===== src/rtl/layer_sched.sv =====
// Layer/sprite pixel arbiter with a frame-counted sprite animation phase.
// Grants are registered one-hot; the sprite grant is steered by the current phase.
module layer_sched #(
  parameter int DIV_W   = 8,
  parameter int DIV_RST = 30
) (
  input  logic             clk,
  input  logic             rst,
  input  logic             vs_start,
  input  logic             de,
  input  logic [4:0]       hit,
  input  logic             cfg_we,
  input  logic [4:0]       cfg_mask,
  input  logic [DIV_W-1:0] cfg_div,
  output logic             RqFLag0,
  output logic             RqFLag1,
  output logic             RqFLag2,
  output logic             RqFLag3,
  output logic             RqFLag4,
  output logic             RqFLag5,
  output logic [1:0]       phase
);

  typedef enum logic [1:0] {
    BLANK  = 2'b00,
    SHOW_A = 2'b01,
    SHOW_B = 2'b10
  } state_t;

  state_t           state, state_next;
  logic [DIV_W-1:0] frame_cnt, cnt_next;
  logic [DIV_W-1:0] div_active, div_staged;
  logic [DIV_W-1:0] div_sel, div_lim;
  logic [4:0]       mask;
  logic [4:0]       req;
  logic [5:0]       grant, grant_next;

  // A write landing on the same vs_start takes effect immediately.
  assign div_sel = cfg_we ? cfg_div : div_staged;
  assign div_lim = (div_sel == '0) ? '0 : div_sel - 1'b1;

  always_ff @(posedge clk or posedge rst) begin
    if (rst) state <= BLANK;
    else     state <= state_next;
  end

  // The >= compare lets a lowered divider toggle at once instead of wrapping.
  always_comb begin
    state_next = state;
    cnt_next   = frame_cnt;
    if (vs_start) begin
      case (state)
        BLANK: state_next = SHOW_A;
        SHOW_A, SHOW_B: begin
          if (frame_cnt >= div_lim) begin
            cnt_next   = '0;
            state_next = (state == SHOW_A) ? SHOW_B : SHOW_A;
          end else begin
            cnt_next = frame_cnt + 1'b1;
          end
        end
        default: state_next = BLANK;
      endcase
    end
  end

  always_ff @(posedge clk or posedge rst) begin
    if (rst) begin
      frame_cnt  <= '0;
      div_active <= DIV_W'(DIV_RST);
      div_staged <= DIV_W'(DIV_RST);
      mask       <= 5'b11111;
    end else begin
      frame_cnt <= cnt_next;
      if (cfg_we) begin
        mask       <= cfg_mask;
        div_staged <= cfg_div;
      end
      if (vs_start) div_active <= div_sel;
    end
  end

  // Arbitration always sees the pre-transition state for this pixel.
  assign req = hit & mask & {5{de}};

  always_comb begin
    grant_next = '0;
    if (state != BLANK) begin
      if      (req[0]) grant_next[0] = 1'b1;
      else if (req[1]) grant_next[1] = 1'b1;
      else if (req[4]) begin
        if (state == SHOW_B) grant_next[5] = 1'b1;
        else                 grant_next[4] = 1'b1;
      end
      else if (req[3]) grant_next[3] = 1'b1;
      else if (req[2]) grant_next[2] = 1'b1;
    end
  end

  always_ff @(posedge clk or posedge rst) begin
    if (rst) grant <= '0;
    else     grant <= grant_next;
  end

  assign {RqFLag5, RqFLag4, RqFLag3, RqFLag2, RqFLag1, RqFLag0} = grant;
  assign phase = state;

endmodule


===== config.mk =====
export PLATFORM = sky130hd
export DESIGN_NAME = layer_sched
export DESIGN_NICKNAME = d
export VERILOG_FILES = /design/src/rtl/layer_sched.sv
export SDC_FILE = /design/constraint.sdc
export NUM_CORES = 1
export LEC_CHECK = 0
export ABC_AREA = 1
export BUFFER_PORTS_ARGS = -buffer_cell sky130_fd_sc_hd__buf_4
export CAP_MARGIN = 10
export CORE_AREA = 2 2 86 88
export DETAILED_ROUTE_END_ITERATION = 12
export DIE_AREA = 0 0 88 90
export MAX_ROUTING_LAYER = met4
export PLACE_DENSITY = 0.44
export SLEW_MARGIN = 20
export SYNTH_ARGS = -nofsm -noshare
export SYNTH_HDL_FRONTEND = slang
export SYNTH_SLANG_ARGS = --single-unit

===== constraint.sdc =====
create_clock -name clk -period 4.55 [get_ports clk]
set_input_delay 0.91 -clock clk [delete_from_list [all_inputs] [get_ports clk]]
set_output_delay 0.91 -clock clk [all_outputs]
set_load 0.05 [all_outputs]

Word-level counts from Yosys, hierarchy flattened
Index checks and enable logic that the tools add are counted.

Logic and storage cells: 37. Register bits: 29. Output and inout port bits: 8. Input port bits: 23.

Multiplexer cells: 18. Magnitude comparators: 1. Eq/ne operators: 3. Reductions and logical operators: 6. $add $sub $neg: 2. Bitwise gates (word level): 2.

Operators by type and width (number): 8-bit two-way mux (3); 5-bit bitwise AND (2); 8-bit by 1-bit adder with 8-bit output, second input constant (1); 8-bit greater-or-equal comparator (1); 8-bit logical NOT (1); 2-bit two-way mux (4); 8-bit by 1-bit subtractor with 8-bit output, second input constant (1); 1-bit two-way mux (7); 6-bit two-way mux (1); 5-bit two-way mux (1); 4-bit two-way mux (1); 2-bit one-hot mux with 2 select lines (1); 2-bit AND reduction (2); 2-bit by 1-bit equality test with 1-bit output, second input constant (1); 2-bit equality test, second input constant (1); 2-bit logical NOT (1); 2-bit inequality test, second input constant (1); 2-bit nonzero test (1); 2-bit OR reduction (1).

Longest topological paths before layout
Gate-level depths: netlist (run 1).

Depth after elaboration: 8. Mapped depth: 20. Gate-level depth less buffers: 20.

Least setup slack after synthesis (run 1)
OpenSTA, ideal clock, no wires.

Path type: in2reg. Start: in cfg_we. End: reg frame_cnt[6]. Library setup time: 71 ps. Stages on the path: 16. Setup slack: 1580 ps. Data arrival time: 2899 ps. Cells stage by stage: buf_6 > o21ai_2 > ha_1 > inv_1 > nor2_2 > nand2_2 > nor3_4 > nand2_2 > nand3_2 > ha_1 > a21o_1 > nor2_1 > nand3_1 > nand2_1 > inv_1 > nor2_1.

Cells in the longest elaborated chain, start to end: 5. Elaborated cells between the ends (all ways): 6. Those cells by class: 1 x add/sub; 1 x order compare; 3 x mux; 1 x reduce/logical.

Ends and longest elaborated chain: start: declaration (RTL line 12) `input logic cfg_we,`; 8-bit two-way mux *; 8-bit by 1-bit subtractor with 8-bit output / 8-bit logical NOT (equally long branches) (RTL line 40) `assign div_lim = (div_sel == '0) ? '0 : div_sel - 1'b1;`; 8-bit two-way mux * (RTL line 40); 8-bit greater-or-equal comparator * (RTL line 55) `if (frame_cnt >= div_lim) begin`; 8-bit two-way mux * (RTL line 55); end signal: assignment (RTL line 74) `frame_cnt <= cnt_next;`; end: declaration (RTL line 31) `logic [DIV_W-1:0] frame_cnt, cnt_next;`.

Every way passes the cells marked *; elsewhere a longest branch is shown, timed or not. A chain may end at the register's enable or synchronous reset.

Worst setup path in the final report (run 1)
Same ends and word-level chain as after synthesis.

==> impl_metrics.toml, run 1 <==
[drt]
route.detailed.vias_per_inst = 3.964
num_vias = 1336
wl_cell_um = 10.21
route.antenna.remaining_nets = 0
firstDrtPassIters = 4
drt_iter0_drc = 41
drcViolationCount = 0
wirelength_mm = 3.442

[clocking]
path_clk_slew_ns = 0.07
tritoncts = "yes"
cts_root_buf = "sky130_fd_sc_hd__clkbuf_8"
cts.repair_timing.setup_buffer_count = 0
cts_hold_buf = 0
cts-buffers-inserted = 5
cts-htree-levels = 2
clock_tree.buffer_depth = 2
tritoncts_num_sinks = 29
insertion_delay_ns = 0.28
cts_resized = 0

[placed_design]
detailedPlacementHpwl_mm = 2.732
dp.cells = 329
io_buffers = 30
finalWeightedCongestion = 0.7415

[synth]
synth_seq_cells = 29
sequential_share_of_the_synthesized_area_pct = 43.02
synth.distinct_cells = 25
ys_warn_count = 0
netlist_instances = 201
synth-async-reset-ratio_pct = 100.0
syn_avg_cell_area_um2 = 8.522
syn-cell-area_um2 = 1713
count_of_flip_flops_with_a_built_in_enable_after_synthesis = 0
postSynthNetCount = 238
synth_flop_cell = "sky130_fd_sc_hd__dfrtp_1"

[floorplan]
row_count = 31
design.core.area_um2 = 7020
fp.dieH_um = 90
chipWidth_um = 88
initial_core_utilization_pct = 24.40
io-pin-count = 31
design.die.area_um2 = 7920

[final_layout]
fill_cells = 766
nNetsFinal = 274
layout-area-overhead-vs-synth_pct = 25.64
final_cells = 337
diodes_inserted = 0
drive_above_1_share_pct = 31.09

[grt]
grt_first_pass_wirelength_mm = 5.823
grt_max_degree = 24
antenna_found_initial = 0
number_of_global_route_vias_before_repair = 1296
grt-ovfl-total = 0
groute.usage.overall_pct = 9.771

[sta]
final.min_clock_period_ns = 3.060
totalNegativeSetupSlack_ns = 0
worst_clock_skew_ns = 0.007912
finalSetupViolCount = 0
rsz0062_at_grt = "no"
finalHoldViolations = 0
max_clock_freq_mhz = 326.8
slew_headroom_pct = 39.83
slew_viol_final = 0
final.period_utilization_pct = 67.26
worst-slew-pin-transition_ns = 0.9015

[worst_setup_path]
crit_path_end_kind = "flip-flop"
critical_path_class = "in -> reg"
worst-endpoint-required_ns = 4.76
critical_path.startpoint_type = "input pin"
crit_arrival_ns = 3.27
worstPathMaxFanout = 21
ff2ff_path_depth = 15

[hold_path]
holdCritPathClass = "reg -> reg"
min_path_cells = 2

[flow_run]
max_cap_viol_count = 0

[outcome]
outcome = "complete, no violations"

[power_and_ir_drop]
ir_drop_worst_case_vdd_mv = 0.1260
p_leak_nw = 1.115
power_density_nw_per_um2 = 423.1
[worst paths after layout]
| path | slack (ns) | start | end |
|---|---|---|---|
| min in group asynchronous | 0.83 | rst | frame_cnt[7]$_DFFE_PP0P_ |
| max | 1.49 | cfg_we | frame_cnt[6]$_DFFE_PP0P_ |
| min reg2reg | 0.49 | div_staged[2]$_DFF_PP1_ | div_staged[2]$_DFF_PP1_ |
| max in group asynchronous | 2.99 | rst | div_staged[4]$_DFF_PP1_ |
| min | 0.49 | div_staged[2]$_DFF_PP1_ | div_staged[2]$_DFF_PP1_ |
| max reg2reg | 2.04 | div_staged[0]$_DFF_PP0_ | frame_cnt[6]$_DFFE_PP0P_ |
[cell type report]
cell class / instances / area (um2) / share of cell area (%)
Inverter: 33 / 123.9 / 5.756
Multi-Input combinational cell: 137 / 833.3 / 38.72
Tap cell: 99 / 123.9 / 5.756
Clock buffer: 7 / 96.34 / 4.477
Sequential cell: 29 / 737.0 / 34.24
Timing Repair Buffer: 31 / 232.7 / 10.81
Clock inverter: 1 / 5.005 / 0.2326
[worst max-delay path, stage by stage]
cell and delay [ns]:
sky130_fd_sc_hd__buf_4 0.25, sky130_fd_sc_hd__nand2_1 0.10, sky130_fd_sc_hd__o21ai_2 0.09, sky130_fd_sc_hd__ha_1 0.19
sky130_fd_sc_hd__inv_1 0.05, sky130_fd_sc_hd__nor2_2 0.18, sky130_fd_sc_hd__nand2_2 0.10, sky130_fd_sc_hd__nor3_4 0.17
sky130_fd_sc_hd__nand2_2 0.14, sky130_fd_sc_hd__nand3_2 0.10, sky130_fd_sc_hd__ha_1 0.24, sky130_fd_sc_hd__a21o_1 0.18
sky130_fd_sc_hd__nor2_1 0.14, sky130_fd_sc_hd__nand3_1 0.13, sky130_fd_sc_hd__nand2_1 0.11, sky130_fd_sc_hd__inv_1 0.09
sky130_fd_sc_hd__nor2_1 0.10
[report_power, final]
part | internal, mW | switching, mW | total, mW | leakage (nW)
Clock | 0.137 | 0.0988 | 0.235 | 0.0542
Combinational | 0.122 | 0.201 | 0.323 | 0.709
Sequential | 0.309 | 0.0426 | 0.352 | 0.351
[placed cells by master, fill, tap and decap left out, types with 2 or more instances in the layout]
master and n:
sky130_fd_sc_hd__nor2_2 2, sky130_fd_sc_hd__nor3_2 2, sky130_fd_sc_hd__a21oi_1 4, sky130_fd_sc_hd__dfstp_2 9, sky130_fd_sc_hd__inv_1 31, sky130_fd_sc_hd__nand2_1 44
sky130_fd_sc_hd__o21ai_2 9, sky130_fd_sc_hd__o21ai_1 2, sky130_fd_sc_hd__nand2_2 3, sky130_fd_sc_hd__nand4_1 5, sky130_fd_sc_hd__nor2_1 21, sky130_fd_sc_hd__xnor2_1 3
sky130_fd_sc_hd__o21ai_0 3, sky130_fd_sc_hd__inv_2 2, sky130_fd_sc_hd__nand3_1 15, sky130_fd_sc_hd__clkbuf_8 7, sky130_fd_sc_hd__ha_1 14, sky130_fd_sc_hd__mux2_2 5
sky130_fd_sc_hd__dfrtp_1 20, sky130_fd_sc_hd__buf_4 31
[kinds of logic (layout without fill, tap and decap cells)]
logic type | count (synthesis) | count (layout) | synth area share, %
AOI/OAI and AO/OA | 20 | 20 | 8.181
xor gates and xnor gates | 3 | 3 | 1.534
adders and majority gates | 14 | 14 | 10.23
buffers and inverters | 35 | 72 | 8.327
DFF | 29 | 29 | 43.02
muxes | 5 | 5 | 3.287
and+or+nand+nor | 95 | 95 | 25.42
[per-layer routing]
layer  vias up  track usage [%]  wire length, um
li1        715                -                -
met1       591            12.83             1674
met2        24            14.14             1537
met3         6            3.581              187
met4         0            2.692               42
met5         -                -                0
[synth_stat cells, types with 2 or more instances]
cell type	count	area share [%]
sky130_fd_sc_hd__o21ai_0	3	0.88
sky130_fd_sc_hd__nand3_1	15	4.4
sky130_fd_sc_hd__a21oi_1	4	1.2
sky130_fd_sc_hd__nor3_2	2	1.2
sky130_fd_sc_hd__o21ai_2	9	4.6
sky130_fd_sc_hd__nand4_1	5	1.8
sky130_fd_sc_hd__nor2_1	21	4.6
sky130_fd_sc_hd__mux2_2	5	3.3
sky130_fd_sc_hd__xnor2_1	3	1.5
sky130_fd_sc_hd__inv_2	2	0.44
sky130_fd_sc_hd__o21ai_1	2	0.58
sky130_fd_sc_hd__nand2_2	3	1.1
sky130_fd_sc_hd__dfrtp_1	20	29
sky130_fd_sc_hd__inv_1	31	6.8
sky130_fd_sc_hd__ha_1	14	10
sky130_fd_sc_hd__dfstp_2	9	14
sky130_fd_sc_hd__nand2_1	44	9.6
sky130_fd_sc_hd__nor2_2	2	0.73
[sequential cells by signal (all words and copies together) (netlist names)]
signal      flops
div_staged      8
grant           6
mask            5
frame_cnt       8
phase           2
[stage by stage]
step           utilization [%]  total power, mW  area, um2  hold slack (ns)  setup WS, ns
5_1_grt                  30.65           0.9913       2152           0.5225         1.202
3_5_place_dp             29.21           0.6860       2051           0.4828         1.182
3_3_place_gp             29.21           0.6871       2051           0.4751         1.239
4_1_cts                  30.65           0.9278       2152           0.4924         1.464
2_1_floorplan                -           0.5915       1713           0.4635         1.580
6_report                 30.65           0.9104       2152           0.4869         1.490
Note: power is estimated with default switching activity, not from simulation.
==> run 2, diff against run 1 <==
--- a/config.mk
+++ b/config.mk
@@ -5,14 +5,14 @@
 export SDC_FILE = /design/constraint.sdc
 export NUM_CORES = 1
 export LEC_CHECK = 0
-export ABC_AREA = 1
+export ABC_AREA = 0
 export BUFFER_PORTS_ARGS = -buffer_cell sky130_fd_sc_hd__buf_4
 export CAP_MARGIN = 10
-export CORE_AREA = 2 2 86 88
+export CORE_AREA = 2 2 85 87
 export DETAILED_ROUTE_END_ITERATION = 12
-export DIE_AREA = 0 0 88 90
+export DIE_AREA = 0 0 87 89
 export MAX_ROUTING_LAYER = met4
-export PLACE_DENSITY = 0.44
+export PLACE_DENSITY = 0.45
 export SLEW_MARGIN = 20
 export SYNTH_ARGS = -nofsm -noshare
 export SYNTH_HDL_FRONTEND = slang
==> constraint.sdc (replaced) <==
create_clock -name clk -period 2.8 [get_ports clk]
set_input_delay 0.56 -clock clk [delete_from_list [all_inputs] [get_ports clk]]
set_output_delay 0.56 -clock clk [all_outputs]
set_load 0.05 [all_outputs]
==> impl_metrics.toml, run 2 <==
[synth]
sequential_share_of_the_synthesized_area_pct = 44.09
post_synth_mux_area_share_pct = 10.85
synth.distinct_cells = 41
yosys.area_share.adder_pct = 10.48
count_of_flip_flops_with_a_built_in_enable_after_synthesis = 0
postSynthNetCount = 194
synth_top_cell_area_share_pct = 29.94
synth_top_cells_by_area = "sky130_fd_sc_hd__dfrtp_1 (30%), sky130_fd_sc_hd__dfstp_2 (14%), sky130_fd_sc_hd__ha_1 (10%)"
syn_avg_cell_area_um2 = 10.65
fraction_of_the_mapped_netlist_area_in_compound_gates_pct = 11.60
combinational_family_with_the_most_area_after_synthesis = "simple AND/OR/NAND/NOR gates"
synth_seq_cells = 29
netlist_instances = 157
yosys.area.top_type = "sky130_fd_sc_hd__dfrtp_1"
ys_warn_count = 0
synth_flop_cell = "sky130_fd_sc_hd__dfrtp_1"
synth_simple_gate_area_share_pct = 15.04
synth.cells.most_frequent = "sky130_fd_sc_hd__dfrtp_1 (20), sky130_fd_sc_hd__nand2_1 (16), sky130_fd_sc_hd__ha_1 (14)"
most_repeated_cell_in_the_gate_level_netlist_after_synthesis = "sky130_fd_sc_hd__dfrtp_1"
synth-xor-area-share_pct = 3.668
synth-async-reset-ratio_pct = 100.0
syn-cell-area_um2 = 1672

[floorplan]
io-pin-count = 31
design.die.area_um2 = 7743
row_count = 30
fp.dieH_um = 89
design.core.area_um2 = 6719
chipWidth_um = 87
initial_core_utilization_pct = 24.88

[clocking]
clock_tree.buffer_depth = 2
cts-buffers-inserted = 5
path_clk_slew_ns = 0.07
cts.repair_timing.setup_buffer_count = 0
tritoncts_num_sinks = 29
cts-htree-levels = 2
insertion_delay_ns = 0.28
tritoncts = "yes"
cts_root_buf = "sky130_fd_sc_hd__clkbuf_8"
cts_hold_buf = 0

[grt]
gr-usage-met1_pct = 14.24
global_route.usage.met3_pct = 2.955
number_of_global_route_vias_before_repair = 1346
grt_max_degree = 30
globalRouteMet2Util_pct = 15.75
grt-busiest-layer = "met2"
antenna_found_initial = 0
grt_first_pass_wirelength_mm = 6.216
grt-ovfl-total = 0
groute.usage.overall_pct = 10.69

[final_layout]
diodes_inserted = 0
mostFrequentLayoutCells = "sky130_fd_sc_hd__buf_4 (48), sky130_fd_sc_hd__dfrtp_1 (20), sky130_fd_sc_hd__nand2_1 (15), sky130_fd_sc_hd__inv_1 (13), sky130_fd_sc_hd__ha_1 (13)"
nNetsFinal = 250
drive_above_1_share_pct = 42.52
finish.instance_area_um2 = 2306
layout-area-overhead-vs-synth_pct = 37.95
final_common_cell = "sky130_fd_sc_hd__buf_4"
final_cells = 294
final_core_util_pct = 34.32
biggestRegsByFlops = "div_staged x8, frame_cnt x8, grant x6"

[drt]
route.antenna.remaining_nets = 0
drcViolationCount = 0
wirelength_mm = 3.576
num_vias = 1267
firstDrtPassIters = 4
drt_iter0_drc = 34
route.detailed.vias_per_inst = 4.310
wl_cell_um = 12.16

[worst_setup_path]
crit_path_end_kind = "flip-flop"
worst-endpoint-required_ns = 3.00
critical_path.startpoint_type = "input pin"
critical_path_class = "in -> reg"
crit_arrival_ns = 2.89
worstPathMaxFanout = 11

[sta]
final.min_clock_period_ns = 2.694
slew_headroom_pct = 73.85
final.period_utilization_pct = 96.23
slew_viol_final = 0
max_clock_freq_mhz = 371.1
worst_clock_skew_ns = 0.006238
finalSetupViolCount = 0
worst-slew-pin-transition_ns = 0.3913
rsz0062_at_grt = "yes"
finalHoldViolations = 0

[hold_path]
holdCritPathClass = "in -> async"

[placed_design]
io_buffers = 30
detailedPlacementHpwl_mm = 2.773
finalWeightedCongestion = 0.7558
dp.cells = 286
dpl_cell_area_um2 = 2178

[power_and_ir_drop]
ir_drop_worst_case_vdd_mv = 0.4059
power_density_nw_per_um2 = 690.0
p_leak_nw = 1.079
total_power_mw = 1.591

[outcome]
outcome = "complete, no violations"

[flow_run]
max_cap_viol_count = 0
[run 2: final cells by class]
cell class,count,area [um2]
tap,80,100.1
clock inverter,2,10.01
timing repair buffer,51,397.9
clock buffer,6,72.57
multi-input combinational,113,939.7
inverter,13,48.80
sequential,29,737.0
fill,687,4413
[run 2: routing by layer]
metal,vias up,share of wire [%]
met4,0,0.87
met5,-,0
met2,24,46
met1,579,48
met3,4,4.8
li1,660,-
[run 2: logic make-up (layout without fill, tap and decap cells)]
logic type | after synthesis | in the layout
buffers and inverters | 15 | 72
AO/OA/AOI/OAI | 27 | 27
multiplexers | 15 | 15
flip-flops | 29 | 29
XOR/XNOR | 7 | 7
adder cells (fa/ha/maj) | 14 | 14
AND/OR/NAND/NOR | 50 | 50
[run 2: path summary, 6_finish.rpt]
path	start	end	slack, ns	depth (start not counted)
setup / recovery	cfg_we	frame_cnt[3]$_DFFE_PP0P_	0.11	13
hold / removal	rst	grant[1]$_DFF_PP0_	0.36	3
min in group clk	mask[2]$_DFFE_PP1P_	grant[2]$_DFF_PP0_	0.49	2
hold reg to reg	mask[2]$_DFFE_PP1P_	grant[2]$_DFF_PP0_	0.49	2
setup reg to reg	div_staged[2]$_DFF_PP1_	phase[1]$_DFFE_PP0P_	0.12	11
max in group asynchronous	rst	mask[0]$_DFFE_PP1P_	2.12	3
[run 2: worst max-delay path, cell delays in order]
cell and delay (ns):
sky130_fd_sc_hd__buf_8 0.13, sky130_fd_sc_hd__mux2i_4 0.29, sky130_fd_sc_hd__ha_4 0.19, sky130_fd_sc_hd__o21ai_4 0.08, sky130_fd_sc_hd__nor2_4 0.17, sky130_fd_sc_hd__buf_4 0.13, sky130_fd_sc_hd__a21oi_1 0.06, sky130_fd_sc_hd__ha_1 0.29
sky130_fd_sc_hd__a21o_1 0.18, sky130_fd_sc_hd__a21oi_1 0.25, sky130_fd_sc_hd__buf_4 0.18, sky130_fd_sc_hd__nand2_1 0.15, sky130_fd_sc_hd__o22ai_1 0.23
[run 2: metrics by stage]
stage	hold WS, ns	TNS [ns]	setup WS, ns
global route	0.4192	-0.04041	-0.01733
global placement	0.4825	-1.954	-0.2809
detailed placement	0.4870	-1.775	-0.2681
CTS	0.3707	0	0.03830
floorplan	0.4701	-0.1260	-0.1260
finish	0.3596	0	0.1056
[run 2: repair_timing]
action                                 CTS  global route
endpoints found under the hold margin    0             0
setup endpoints to repair                0             8
resized for setup                        0             9
[run 2: report_power, final]
part | switching (mW) | internal, mW
clock network | 0.164 | 0.172
logic | 0.354 | 0.310
registers | 0.0832 | 0.507
==> run 3, diff against run 2 <==
--- a/config.mk
+++ b/config.mk
@@ -13,6 +13,7 @@
 export DIE_AREA = 0 0 87 89
 export MAX_ROUTING_LAYER = met4
 export PLACE_DENSITY = 0.45
+export SETUP_SLACK_MARGIN = 0.5
 export SLEW_MARGIN = 20
 export SYNTH_ARGS = -nofsm -noshare
 export SYNTH_HDL_FRONTEND = slang
==> impl_metrics.toml, run 3 (synthesis gave the netlist of run 2 again) <==
[drt]
route.detailed.vias_per_inst = 4.388
wirelength_mm = 3.754
route.antenna.remaining_nets = 0
wl_cell_um = 12.56
drt_iter0_drc = 33
num_vias = 1312
firstDrtPassIters = 4
drcViolationCount = 0

[grt]
number_of_global_route_vias_before_repair = 1360
grt_first_pass_wirelength_mm = 6.389
grt-ovfl-total = 0
groute.usage.overall_pct = 11.13
antenna_found_initial = 0
grt_max_degree = 30

[placed_design]
placement.setup.worst_slack_ns = -0.3024
io_buffers = 30
finalWeightedCongestion = 0.7183
detailedPlacementHpwl_mm = 2.796

[final_layout]
fill_cells = 686
final_common_cell = "sky130_fd_sc_hd__buf_4"
mostFrequentLayoutCells = "sky130_fd_sc_hd__buf_4 (51), sky130_fd_sc_hd__dfrtp_1 (20), sky130_fd_sc_hd__inv_1 (13), sky130_fd_sc_hd__nand2_1 (13), sky130_fd_sc_hd__ha_1 (12)"
nNetsFinal = 255
layout-area-overhead-vs-synth_pct = 48.05
drive_above_1_share_pct = 52.05
diodes_inserted = 0
final_core_util_pct = 36.83
biggestRegsByFlops = "div_staged x8, frame_cnt x8, grant x6"

[clocking]
path_clk_slew_ns = 0.07
cts_hold_buf = 0
cts-htree-levels = 2
clock_tree.buffer_depth = 2
tritoncts = "yes"
tritoncts_num_sinks = 29
cts-buffers-inserted = 5
insertion_delay_ns = 0.28
cts_root_buf = "sky130_fd_sc_hd__clkbuf_8"

[sta]
max_clock_freq_mhz = 383.1
worst_clock_skew_ns = 0.003828
final.min_clock_period_ns = 2.610
fin_worst_hold_slack_ns = 0.3593
worst_slack_ns = 0.1898
worst-slew-pin-transition_ns = 0.3972
finalHoldViolations = 0
slew_viol_final = 0
slew_headroom_pct = 73.52
rsz0062_at_grt = "yes"
finalSetupViolCount = 0
final.period_utilization_pct = 93.22

[floorplan]
design.core.area_um2 = 6719
io-pin-count = 31
fp.dieH_um = 89
initial_core_utilization_pct = 24.88
chipWidth_um = 87
row_count = 30
design.die.area_um2 = 7743

[flow_run]
max_cap_viol_count = 0

[worst_setup_path]
crit_path_end_kind = "flip-flop"
worstPathMaxFanout = 6
worst-endpoint-required_ns = 2.97
crit_arrival_ns = 2.78
critical_path.startpoint_type = "input pin"
critical_path_class = "in -> reg"

[power_and_ir_drop]
ir_drop_worst_case_vdd_mv = 0.3819
power_density_nw_per_um2 = 677.4
total_power_mw = 1.677
p_leak_nw = 1.141

[hold_path]
holdCritPathClass = "in -> async"

[outcome]
outcome = "complete, no violations"
run 3: layout make-up:
cell class | count | area [um2] | area share (%)
Tap cell | 80 | 100.1 | 4.044
Timing Repair Buffer | 56 | 478.0 | 19.31
Inverter | 13 | 48.80 | 1.972
Clock buffer | 5 | 68.82 | 2.781
Clock inverter | 3 | 17.52 | 0.7078
Multi-Input combinational cell | 113 | 1025 | 41.41
Sequential cell | 29 | 737.0 | 29.78
run 3: repair_timing:
item / 4_1_cts / 5_1_grt
endpoints found under the setup margin: 10 / 10
gates cloned: 1 / 0
buffers inserted: 2 / 0
gates resized for setup: 20 / 8
pin swaps: 13 / 4
run 3: per-stage QoR:
step                      setup TNS, ns  instance area (um2)  std cells
after floorplan                 -0.1120                 1727        157
final                                 0                 2475        299
after detailed placement         -2.381                 2206        288
after CTS                             0                 2429        299
after global placement           -1.996                 2206        288
after global routing                  0                 2475        299
run 3: power by group:
| part | switching (mW) | leakage [nW] | internal [mW] |
|---|---|---|---|
| Clock | 0.172 | 0.0439 | 0.171 |
| Sequential | 0.0853 | 0.349 | 0.507 |
| Combinational | 0.381 | 0.748 | 0.360 |
| Total | 0.638 | 1.14 | 1.04 |
run 3: path summary, 6_finish.rpt:
| path | startpoint | endpoint | slack [ns] | cells past startpoint |
|---|---|---|---|---|
| setup / recovery | cfg_we | phase[1]$_DFFE_PP0P_ | 0.19 | 12 |
| hold / removal | rst | div_staged[5]$_DFF_PP0_ | 0.36 | 3 |
| setup reg to reg | div_staged[3]$_DFF_PP1_ | phase[1]$_DFFE_PP0P_ | 0.21 | 11 |
| hold reg to reg | mask[2]$_DFFE_PP1P_ | grant[2]$_DFF_PP0_ | 0.49 | 2 |
| max in group asynchronous | rst | mask[0]$_DFFE_PP1P_ | 2.12 | 3 |
| min in group clk | mask[2]$_DFFE_PP1P_ | grant[2]$_DFF_PP0_ | 0.49 | 2 |
run 3: per-layer routing:
layer | up-vias | GRT usage, % | routed length, um
met3 | 7 | 2.216 | 131
li1 | 667 | - | -
met4 | 0 | 4.688 | 65
met1 | 618 | 14.57 | 1817
met5 | - | - | 0
met2 | 20 | 16.79 | 1740
run 3: worst max-delay path, stage by stage:
cell,delay (ns)
sky130_fd_sc_hd__buf_12,0.11
sky130_fd_sc_hd__buf_12,0.10
sky130_fd_sc_hd__mux2i_4,0.23
sky130_fd_sc_hd__nand4_2,0.16
sky130_fd_sc_hd__buf_4,0.17
sky130_fd_sc_hd__a22o_1,0.19
sky130_fd_sc_hd__ha_1,0.27
sky130_fd_sc_hd__o21a_2,0.13
sky130_fd_sc_hd__a21oi_2,0.05
sky130_fd_sc_hd__a211o_4,0.27
sky130_fd_sc_hd__a31o_4,0.24
sky130_fd_sc_hd__mux2_4,0.28
